`src/rtl/subsistema_multiplicacion.sv`:
```
// rtl/subsistema_multiplicacion.sv - sequential shift-and-add multiplier fed by the read subsystem
//
// Optional feature macro: MULT_CON_SIGNO_EN (two's complement operands and product).
// When undefined the block is purely unsigned and carries no sign logic.

module subsistema_multiplicacion #(
    parameter int ANCHO = 4
) (
    input  logic                 reloj,
    input  logic                 reinicio,
    input  logic [ANCHO-1:0]     operandoA,
    input  logic [ANCHO-1:0]     operandoB,
    input  logic                 banderaValida,
    input  logic                 iniciarMultiplicacion,
    output logic [2*ANCHO-1:0]   producto,
    output logic                 banderaListo,
    output logic                 ocupado
);

    localparam int AC = 2 * ANCHO;
    localparam int CW = $clog2(ANCHO) + 1;
    localparam logic [CW-1:0] ULTIMO = CW'(ANCHO - 1);

    typedef enum logic [1:0] {
        ESPERA  = 2'd0,
        CALCULO = 2'd1,
        LISTO   = 2'd2
    } estado_t;

    estado_t          estado;
    estado_t          estadoSig;

    logic [AC-1:0]    multiplicando;
    logic [ANCHO-1:0] multiplicador;
    logic [AC-1:0]    acumulador;
    logic [CW-1:0]    contador;

    logic             arranque;
    logic             ultimoPaso;
    logic [ANCHO-1:0] magA;
    logic [ANCHO-1:0] magB;
    logic [AC-1:0]    sumaPaso;
    logic [AC-1:0]    productoFinal;

`ifdef MULT_CON_SIGNO_EN
    logic             signo;
    logic             signoSig;
`endif

    // A start only counts when the read subsystem vouches for the operands
    assign arranque   = iniciarMultiplicacion && banderaValida;
    assign ultimoPaso = (estado == CALCULO) && (contador == ULTIMO);

    // Operand conditioning at capture: magnitudes in signed mode, pass-through otherwise
    always_comb begin
`ifdef MULT_CON_SIGNO_EN
        magA     = operandoA[ANCHO-1] ? (~operandoA + {{(ANCHO-1){1'b0}}, 1'b1}) : operandoA;
        magB     = operandoB[ANCHO-1] ? (~operandoB + {{(ANCHO-1){1'b0}}, 1'b1}) : operandoB;
        signoSig = operandoA[ANCHO-1] ^ operandoB[ANCHO-1];
`else
        magA = operandoA;
        magB = operandoB;
`endif
    end

    // One partial-product step; the final step's sum feeds the product register directly
    always_comb begin
        sumaPaso = acumulador + (multiplicador[0] ? multiplicando : {AC{1'b0}});
`ifdef MULT_CON_SIGNO_EN
        productoFinal = signo ? (~sumaPaso + {{(AC-1){1'b0}}, 1'b1}) : sumaPaso;
`else
        productoFinal = sumaPaso;
`endif
    end

    // State register
    always_ff @(posedge reloj) begin
        if (!reinicio) begin
            estado <= ESPERA;
        end else begin
            estado <= estadoSig;
        end
    end

    // Next-state logic; LISTO waits for start to drop so a held level cannot retrigger
    always_comb begin
        estadoSig = estado;
        case (estado)
            ESPERA:  if (arranque)               estadoSig = CALCULO;
            CALCULO: if (ultimoPaso)             estadoSig = LISTO;
            LISTO:   if (!iniciarMultiplicacion) estadoSig = ESPERA;
            default:                             estadoSig = ESPERA;
        endcase
    end

    // Output decoding straight from the state register
    always_comb begin
        ocupado      = (estado == CALCULO);
        banderaListo = (estado == LISTO);
    end

    // Datapath: capture on start, shift-and-add while calculating, load product on last step
    always_ff @(posedge reloj) begin
        if (!reinicio) begin
            multiplicando <= '0;
            multiplicador <= '0;
            acumulador    <= '0;
            contador      <= '0;
            producto      <= '0;
`ifdef MULT_CON_SIGNO_EN
            signo         <= 1'b0;
`endif
        end else begin
            case (estado)
                ESPERA: begin
                    if (arranque) begin
                        multiplicando <= {{ANCHO{1'b0}}, magA};
                        multiplicador <= magB;
                        acumulador    <= '0;
                        contador      <= '0;
`ifdef MULT_CON_SIGNO_EN
                        signo         <= signoSig;
`endif
                    end
                end
                CALCULO: begin
                    acumulador    <= sumaPaso;
                    multiplicando <= multiplicando << 1;
                    multiplicador <= multiplicador >> 1;
                    contador      <= contador + {{(CW-1){1'b0}}, 1'b1};
                    if (ultimoPaso) begin
                        producto <= productoFinal;
                    end
                end
                default: ;
            endcase
        end
    end

endmodule

```
`config.mk`:
```
export PLATFORM = sky130hd
export DESIGN_NAME = subsistema_multiplicacion
export DESIGN_NICKNAME = d
export VERILOG_FILES = /design/src/rtl/subsistema_multiplicacion.sv
export SDC_FILE = /design/constraint.sdc
export NUM_CORES = 1
export LEC_CHECK = 0
export ABC_AREA = 1
export CORE_MARGIN = 2
export CORE_UTILIZATION = 59
export CTS_BUF_LIST = sky130_fd_sc_hd__clkbuf_16
export DETAILED_ROUTE_END_ITERATION = 8
export PLACE_DENSITY_LB_ADDON = 0.2
export SLEW_MARGIN = 0
export SYNTH_ARGS = -nofsm -noshare
export SYNTH_HDL_FRONTEND = slang
export SYNTH_SLANG_ARGS = --single-unit
export TNS_END_PERCENT = 5
```
`constraint.sdc`:
```
create_clock -name reloj -period 3.2 [get_ports reloj]
set_input_delay 0.8 -clock reloj [delete_from_list [all_inputs] [get_ports reloj]]
set_output_delay 0.8 -clock reloj [all_outputs]
set_load 0.005 [all_outputs]
```
## Word-level counts from Yosys, hierarchy flattened

Cells that the tools add are included.

| operators by class | value |
|---|---|
| equality and inequality tests | 6 |
| add/sub/neg operators | 2 |
| muxes and demuxes | 13 |
| reduce and logical (&&, ||, !) cells | 7 |

Operator list:

| cell | count |
|---|---|
| case mux 8 bit (2 select lines) | 2 |
| 2-to-1 mux 8 bit | 3 |
| adder 8 bit | 1 |
| case mux 4 bit (2 select lines) | 1 |
| 2-to-1 mux 2 bit | 3 |
| case mux 2 bit (3 select lines) | 1 |
| case mux 3 bit (2 select lines) | 1 |
| 2-to-1 mux 4 bit | 1 |
| inequality test 2 bit, second input constant | 2 |
| AND reduction 2 bit | 2 |
| adder 3 x 1 -> 3 bit, second input constant | 1 |
| == test 3 x 2 -> 1 bit, second input constant | 1 |
| 2-to-1 mux 3 bit | 1 |
| AND reduction 3 bit | 1 |
| == test 2 x 1 -> 1 bit, second input constant | 1 |
| == test 2 bit, second input constant | 1 |
| logical AND 1 bit | 2 |
| logical NOT 2 bit | 1 |
| inequality test 2 x 1 -> 1 bit, second input constant | 1 |
| nonzero test 2 bit | 1 |

| storage, ports and cells | value |
|---|---|
| output and inout bits | 10 |
| flip-flop bits (word level) | 33 |
| input bits | 12 |
| word-level logic and storage cells | 34 |

## Longest topological paths before layout

Gate-level depths: netlist of run 1.

| logic depth | value |
|---|---|
| word-level depth | 4 |
| gate-level depth with buffers | 16 |
| mapped depth without buffers | 15 |

## Least setup slack after synthesis of run 1

Ideal clock, no wire load.

| path | value |
|---|---|
| kind | reg-to-reg |
| from | reg multiplicador[0] |
| to | reg producto[6] |
| arrival | 1.638 ns |
| cell stages (with the launch flop) | 17 |
| library setup time | 0.109 ns |
| period minus slack after synthesis | 1.747 ns |
| path slack | 1.453 ns |
| path buffers | 1 |
| required time | 3.091 ns |
| cell sequence | dfxtp_1 > buf_6 > nand2_1 > inv_1 > ha_1 > inv_1 > fa_1 > inv_1 > nand2_1 > nand2_1 > nand3b_1 > nand2_1 > nand2_1 > nand2_1 > nand2_1 > nand2_1 > inv_1 |

| on the way | value |
|---|---|
| longest elaborated chain between the ends | 2 |

RTL lines:

| element | line | source |
|---|---|---|
| start: declaration | 34 | `logic [ANCHO-1:0] multiplicador;` |
| start signal: assignment | 118 | `multiplicador <= magB;` |
| start signal: assignment | 129 | `multiplicador <= multiplicador >> 1;` |
| 2-to-1 mux 8 bit | 68 | `sumaPaso = acumulador + (multiplicador[0] ? multiplicando : {AC{1'b0}});` |
| adder 8 bit | 68 |  |
| end signal: assignment | 132 | `producto <= productoFinal;` |
| end: declaration | 15 | `output logic [2*ANCHO-1:0] producto,` |

Every way passes these cells.
A chain may end at the register's enable or synchronous reset.

## Final worst setup path of run 1

| path | value |
|---|---|
| from | reg estado[1] |
| to | out ocupado |

| on the way | value |
|---|---|
| longest elaborated chain between the ends | 1 |

RTL lines:

| element | line | source |
|---|---|---|
| start: declaration | 30 | `estado_t estado;` |
| start signal: assignment | 81 | `estado <= estadoSig;` |
| == test 2 x 1 -> 1 bit | 98 | `ocupado = (estado == CALCULO);` |
| end: declaration | 17 | `output logic ocupado` |

Every way passes these cells.

==> summary.txt, run 1 <==
Logic synthesis
  • Synth area leader: dfxtp_1
  • Ys flop type: dfxtp_1
  • Top-area cell type share of the netlist area: 36.97%
  • Synth area leaders: dfxtp_1 37%, nand2_1 16%, ha_1 6.3%
  • Most common cell in the netlist: nand2_1
  • Cells after Synth: 239
  • EDFF count, synth: 0
  • Number of distinct library cells after synthesis: 33
  • Syn_area_per_cell: 7.476 um^2
  • Ys Warns: 0
  • Most frequent cells after synthesis: 75 x nand2_1, 33 x dfxtp_1, 26 x inv_1, 22 x a21oi_1, 10 x nand3_1
  • Seq cells post-synth: 33
  • Sequential share of the synthesized area: 36.97%
  • Mapped Nets: 261
  • Synthesized area: 1787 um^2
  • FFs w/ async S/R, synth: 0%

Worst setup path
  • R2r setup slk: 1150 ps
  • R2R depth: 15
  • Reg2reg end: producto[6]
  • Critical R2R Launch: multiplicador[0]
  • Critical path's largest stage delay: 540 ps
  • Crit-path max FO: 21
  • Crit path cell chain: inv_1 > nand2_4 > inv_4 > clkdlybuf4s50_1
  • Startpoint Class: flip-flop
  • Crit. End Element: output pin
  • Crit path DAT: 1590 ps
  • Crit path required time: 2400 ps
  • Slowest-stage cell, CP: clkdlybuf4s50_1
  • Critical path class: reg -> out

Routing
  • DRC: 0
  • Wire per inst: 12.43 um
  • Pre-antenna DRT Iters: 4
  • Vias after detailed routing: 1512
  • Number of DRC violations after detailed-routing iteration 0: 53
  • Vias per inst: 5.232
  • Antenna-violating nets left: 0
  • Routed wire length: 3.592 mm

Outcome
  • Status: completed

CTS
  • TritonCTS Buffers: 5
  • Post-CTS sizing: 0
  • Post-CTS setup buffers: 0
  • Worst-skew pair later-pin latency: 280 ps
  • Clock sinks: 33
  • CTS tree: yes
  • Clk slew on worst S/H paths: 50 ps
  • Worst-case clock buffer depth: 2
  • Hold Buf Count CTS: 0
  • CTS root buffer: clkbuf_16
  • H-tree levels: 2

Global route
  • Global routing met1 resource utilization: 32.51%
  • M3 GR Usage: 6.550%
  • Gr busiest metal: met2
  • Gr usage total: 24.09%
  • Global Route met2 Usage: 35.56%
  • Initial antenna violation count: 0
  • Grt ovf: 0
  • Number of global-route vias before repair: 1417
  • Pin count of the biggest net entering global routing: 23
  • First-pass GRT wire length: 6.189 mm

Hold path
  • Hold Path Cell Cnt: 2
  • Hold Path End: multiplicando[7]
  • HP Class: reg -> reg
  • Hold Startpoint: multiplicando[7]

Power
  • Leakage: 0.9471 nW
  • Peak VDD IR: 406.6 uV
  • Power density cells: 465.6 nW/um^2

STA
  • Final Hold Viols: 0
  • Worst Skew: 4.674 ps
  • Slew @ Worst Pin: 754.2 ps
  • Tmin final: 2395 ps
  • Setup TNS: 0 ps
  • Achievable frequency: 417.6 MHz
  • Final setup viols: 0
  • RSZ-0062 raised after global routing: false
  • Max-slew violations: 0
  • Slew headroom: 49.66%
  • Final worst-path cycle share: 74.83%

Run
  • # Max-Cap Violations: 0

Die
  • DIE HEIGHT: 59.03 um
  • IO Count: 22
  • Die ar.: 3485 um^2
  • Starting Density: 63.69%
  • # rows: 19
  • Die X: 59.03 um
  • Core box area: 2805 um^2

Placement
  • GP Congestion: 0.8027
  • Port Buffers: 21
  • Placed cell area: 1942 um^2
  • Final HPWL DP: 2.489 mm

Finish
  • Final instance area: 2081 um^2
  • Share of cells above drive strength 1: 9.690%
  • Final #Nets: 279
  • P&R area growth vs syn: 16.46%
  • Finished Core Util: 74.17%
  • Antenna fix cells: 0
[how the worst max path moves through the flow]
stage,from,to,slack (ps)
final,estado[1],ocupado,810
after global routing,estado[1],ocupado,680
after CTS,estado[1],ocupado,800
after detailed placement,reinicio,contador[2],890
after global placement,reinicio,contador[2],940
after floorplan,multiplicador[0],producto[6],1450
[stage by stage]
step                total power, mW  setup slack [ps]  cells  hold WS [ps]
floorplan                    0.5114              1453    239         432.1
global placement             0.5256             942.4    281         450.5
detailed placement           0.5267             888.7    281         452.1
CTS                          0.9762             797.6    289         460.4
global route                  1.008             682.3    289         488.0
finish                       0.9688             805.3    289         460.2
[state kept, by name, summed over array words and instances, names as in the netlist]
name and cells:
acumulador 8, contador 3, estado 2, multiplicador 4, multiplicando 8, producto 8
[cells in the final DEF (no fill, tap or decap), drive strengths merged]
master / count
nand3b: 2
inv: 31
or2: 4
o21ai: 9
xor2: 2
clkbuf: 5
clkinv: 2
o211ai: 1
o21a: 3
nand3: 14
nor2: 8
dfxtp: 33
a21oi: 26
nand2: 79
ha: 9
a21o: 1
fa: 1
o22ai: 1
clkdlybuf4s50: 21
a31oi: 6
[final cells by class]
cell class / count / area [um^2]
clock inverters: 3 / 13.76
repair buffers: 21 / 210.2
flip-flops and latches: 33 / 660.6
inverters: 30 / 122.6
multi-input cells: 166 / 909.6
clock buffers: 5 / 125.1
well taps: 31 / 38.79
fillers: 239 / 724.4
[critical path, delay by kind of cell, from the launching register on]
| family | cells | cell delay (ps) |
|---|---|---|
| buffers and inverters | 3 | 870 |
| DFF | 1 | 310 |
| and+or+nand+nor | 1 | 140 |
[layer usage]
layer	wire length [um]	share of wire, %	vias up
met3	195	5.4	6
li1	-	-	795
met5	0	0	-
met4	57	1.6	0
met1	1797	50	678
met2	1541	43	33
[report_power, final]
group	internal (mW)	leakage [nW]	switching (mW)
logic	0.0320	0.605	0.0507
registers	0.425	0.268	0.0116
clock network	0.282	0.0748	0.168
total	0.738	0.947	0.230
[kinds of logic after synthesis]
| kind of cell | count (synthesis) | synth area share, % |
|---|---|---|
| adder cells (fa/ha/maj) | 10 | 7.423 |
| AO/OA/AOI/OAI | 47 | 15.55 |
| buffers and inverters | 40 | 12.11 |
| XOR/XNOR | 2 | 0.9806 |
| AND/OR/NAND/NOR | 107 | 26.96 |
| flip-flops | 33 | 36.97 |
No activity file was read; power rests on OpenSTA's default activity.
==> run 2, diff against run 1 <==
--- a/config.mk
+++ b/config.mk
@@ -7,7 +7,7 @@
 export LEC_CHECK = 0
 export ABC_AREA = 1
 export CORE_MARGIN = 2
-export CORE_UTILIZATION = 59
+export CORE_UTILIZATION = 49
 export CTS_BUF_LIST = sky130_fd_sc_hd__clkbuf_16
 export DETAILED_ROUTE_END_ITERATION = 8
 export PLACE_DENSITY_LB_ADDON = 0.2
==> constraint.sdc (replaced) <==
create_clock -name reloj -period 2.1 [get_ports reloj]
set_input_delay 0.525 -clock reloj [delete_from_list [all_inputs] [get_ports reloj]]
set_output_delay 0.525 -clock reloj [all_outputs]
set_load 0.005 [all_outputs]
==> run 2 against run 1 <==
Compared with the run above: total power rose by 67%; clock skew rose by 1.2 ps; clock power rose by 82%; hold slack got worse by 1.0 ps; register-to-register slack got worse by 900 ps; die area rose by 19%; routed wire length fell by 2.1%; design area rose by 4.0%; largest power group unchanged; highest routed layer unchanged.
==> summary.txt, run 2 (synthesis results as in run 1) <==
Global route
  • Gr usage total: 19.07% (-5.0 points)
  • Initial antenna violation count: 0 (unchanged)
  • First-pass GRT wire length: 6.175 mm (-0.23%)
  • Grt ovf: 0 (unchanged)
  • Pin count of the biggest net entering global routing: 21 (-8.7%)
  • Number of global-route vias before repair: 1428 (+0.78%)

CTS
  • Worst-case clock buffer depth: 2 (unchanged)
  • CTS root buffer: clkbuf_16
  • Hold Buf Count CTS: 0 (unchanged)
  • H-tree levels: 2 (unchanged)
  • Worst-skew pair later-pin latency: 280 ps (about the same)
  • Clock sinks: 33 (unchanged)
  • Post-CTS setup buffers: 0 (unchanged)
  • Clk slew on worst S/H paths: 60 ps (about the same)
  • TritonCTS Buffers: 5 (unchanged)
  • CTS tree: yes
  • Post-CTS sizing: 0 (unchanged)

Power
  • Peak VDD IR: 377.2 uV (-7.2%)
  • Int Pwr: 1.258 mW (+70%)
  • Clock network fraction of total power: 50.6% (+4.2 points)
  • Power density cells: 748.2 nW/um^2 (+61%)
  • Logic gate share of total power: 8.6% (about the same)
  • Design Power: 1.620 mW (+67%)
  • Net Sw Frac: 22.32% (-1.5 points)
  • Leakage: 0.9747 nW (+2.9%)
  • Switch Pwr: 361.5 uW (+57%)
  • Sequential share of power: 40.7% (-4.3 points)

Worst setup path
  • Top delay family on crit path: buffers and inverters
  • Crit path DAT: 1390 ps (-200 ps)
  • Slowest-stage cell, CP: clkdlybuf4s50_1
  • Start point of the critical path: estado[1]
  • Critical R2R Launch: multiplicando[0]
  • Critical path's largest stage delay: 490 ps (-50 ps)
  • Critical path class: reg -> out
  • Crit. End Element: output pin
  • Crit-path max FO: 13 (-38%)
  • Startpoint Class: flip-flop
  • Crit path required time: 1570 ps (-830 ps)
  • Crit path cell chain: inv_1 > nand2_4 > inv_4 > clkdlybuf4s50_1
  • WP buf/inv: 3 (unchanged)

Routing
  • DRC: 0 (unchanged)
  • Number of DRC violations after detailed-routing iteration 0: 63 (+19%)
  • Antenna-violating nets left: 0 (unchanged)
  • Routed wire length: 3.518 mm (-2.1%)
  • Pre-antenna DRT Iters: 4 (unchanged)
  • Vias after detailed routing: 1530 (+1.2%)
  • Wire per inst: 11.39 um (-8.4%)
  • Vias per inst: 4.951 (-5.4%)

Finish
  • Biggest regs: acumulador: 8 flops, multiplicando: 8 flops, producto: 8 flops
  • Antenna fix cells: 0 (unchanged)
  • Final #Nets: 284 (+1.8%)
  • Register area: 660.6 um^2 (unchanged)
  • Most frequent cells in the layout: 75 x nand2_1, 33 x dfxtp_1, 26 x inv_1, 22 x a21oi_1, 21 x clkdlybuf4s50_1
  • P&R area growth vs syn: 21.15%
  • Commonest non-fill, non-tap cell in the layout: nand2_1
  • Final instance area: 2165 um^2 (+4.0%)
  • Share of cells above drive strength 1: 11.41% (+1.7 points)
  • Multi-input gate area: 909.6 um^2 (unchanged)
  • Filler cells: 310 (+30%)

STA
  • Final Hold Viols: 0 (unchanged)
  • RSZ-0062 raised after global routing: false
  • Tmin final: 1914 ps
  • Slew @ Worst Pin: 292.5 ps (-461.7 ps)
  • Final worst-path cycle share: 91.16%
  • Achievable frequency: 522.4 MHz
  • Slew headroom: 80.44% (+31 points)
  • Final setup viols: 0 (unchanged)
  • Max-slew violations: 0 (unchanged)
  • Worst Skew: 5.916 ps (+1.242 ps)
  • Setup TNS: 0 ps (unchanged)

Placement
  • Final HPWL DP: 2.516 mm (+1.1%)
  • Port Buffers: 21 (unchanged)
  • GP Congestion: 0.8056 (+0.36%)
  • Placed cell area: 1998 um^2 (+2.9%)

Hold path
  • HP Class: reg -> reg
  • Hold Startpoint: contador[0]

Die
  • DIE HEIGHT: 64.39 um (+9.1%)
  • # rows: 21 (+2)
  • IO Count: 22 (unchanged)
  • Starting Density: 52.31% (-11 points)
  • Die X: 64.39 um (+9.1%)
  • Die ar.: 4145 um^2 (+19%)
  • Core box area: 3416 um^2 (+22%)

Outcome
  • Status: completed

Run
  • # Max-Cap Violations: 0 (unchanged)
==> run 2: changes by cell type in the layout (fill, tap and decap cells not counted), sizes merged <==
cell      before  now
inv           31   30
clkinv         2    1
clkinvlp       0    1
bufinv         0    1
buf            0    5
==> run 2: final timing paths <==
| kind | endpoint | slack, ps | depth (start not counted) |
|---|---|---|---|
| setup reg to reg | producto[6] | 250 | 15 |
| hold / removal | contador[0] | 460 | 1 |
| setup / recovery | ocupado | 190 | 4 |
| hold reg to reg | contador[0] | 460 | 1 |
==> run 2: power by group through the flow <==
stage | Combinational [mW] | Sequential [mW] | Clock (mW)
floorplan | 0.109 | 0.670 | 0
global placement | 0.139 | 0.672 | 0
detailed placement | 0.139 | 0.673 | 0
CTS | 0.140 | 0.660 | 0.833
global route | 0.157 | 0.661 | 0.854
finish | 0.140 | 0.660 | 0.820
==> run 2: layer usage <==
layer / global-route usage [%] / up-vias / routed length [um]
li1: - / 806 / -
met1: 22.83 / 677 / 1591
met2: 32.68 / 42 / 1669
met3: 4.577 / 5 / 216
met4: 7.713 / 0 / 40
met5: 0 / - / 0
==> run 2: cell type report <==
cell class                      instances  share of cell area, %
Clock inverter                          3                  1.908
Clock buffer                            5                  5.780
Inverter                               30                  5.665
Sequential cell                        33                  30.52
Timing Repair Buffer                   26                  11.45
Multi-Input combinational cell        166                  42.02
Tap cell                               46                  2.659
==> run 2: metrics by stage <==
step / hold WS (ps) / std cells / util [%] / setup slack (ps)
floorplan: 432.1 / 239 / - / 353.1
global placement: 446.6 / 301 / 58.50 / 349.4
detailed placement: 454.1 / 301 / 58.50 / 290.8
CTS: 461.6 / 309 / 63.37 / 165.7
global route: 470.2 / 309 / 63.37 / 30.24
finish: 459.2 / 309 / 63.37 / 185.7
==> run 3, diff against run 2 <==
--- a/config.mk
+++ b/config.mk
@@ -11,7 +11,7 @@
 export CTS_BUF_LIST = sky130_fd_sc_hd__clkbuf_16
 export DETAILED_ROUTE_END_ITERATION = 8
 export PLACE_DENSITY_LB_ADDON = 0.2
-export SLEW_MARGIN = 0
+export SLEW_MARGIN = 15
 export SYNTH_ARGS = -nofsm -noshare
 export SYNTH_HDL_FRONTEND = slang
 export SYNTH_SLANG_ARGS = --single-unit
==> results of run 3 <==
Final layout, timing and power as in run 2 (identical DEF).
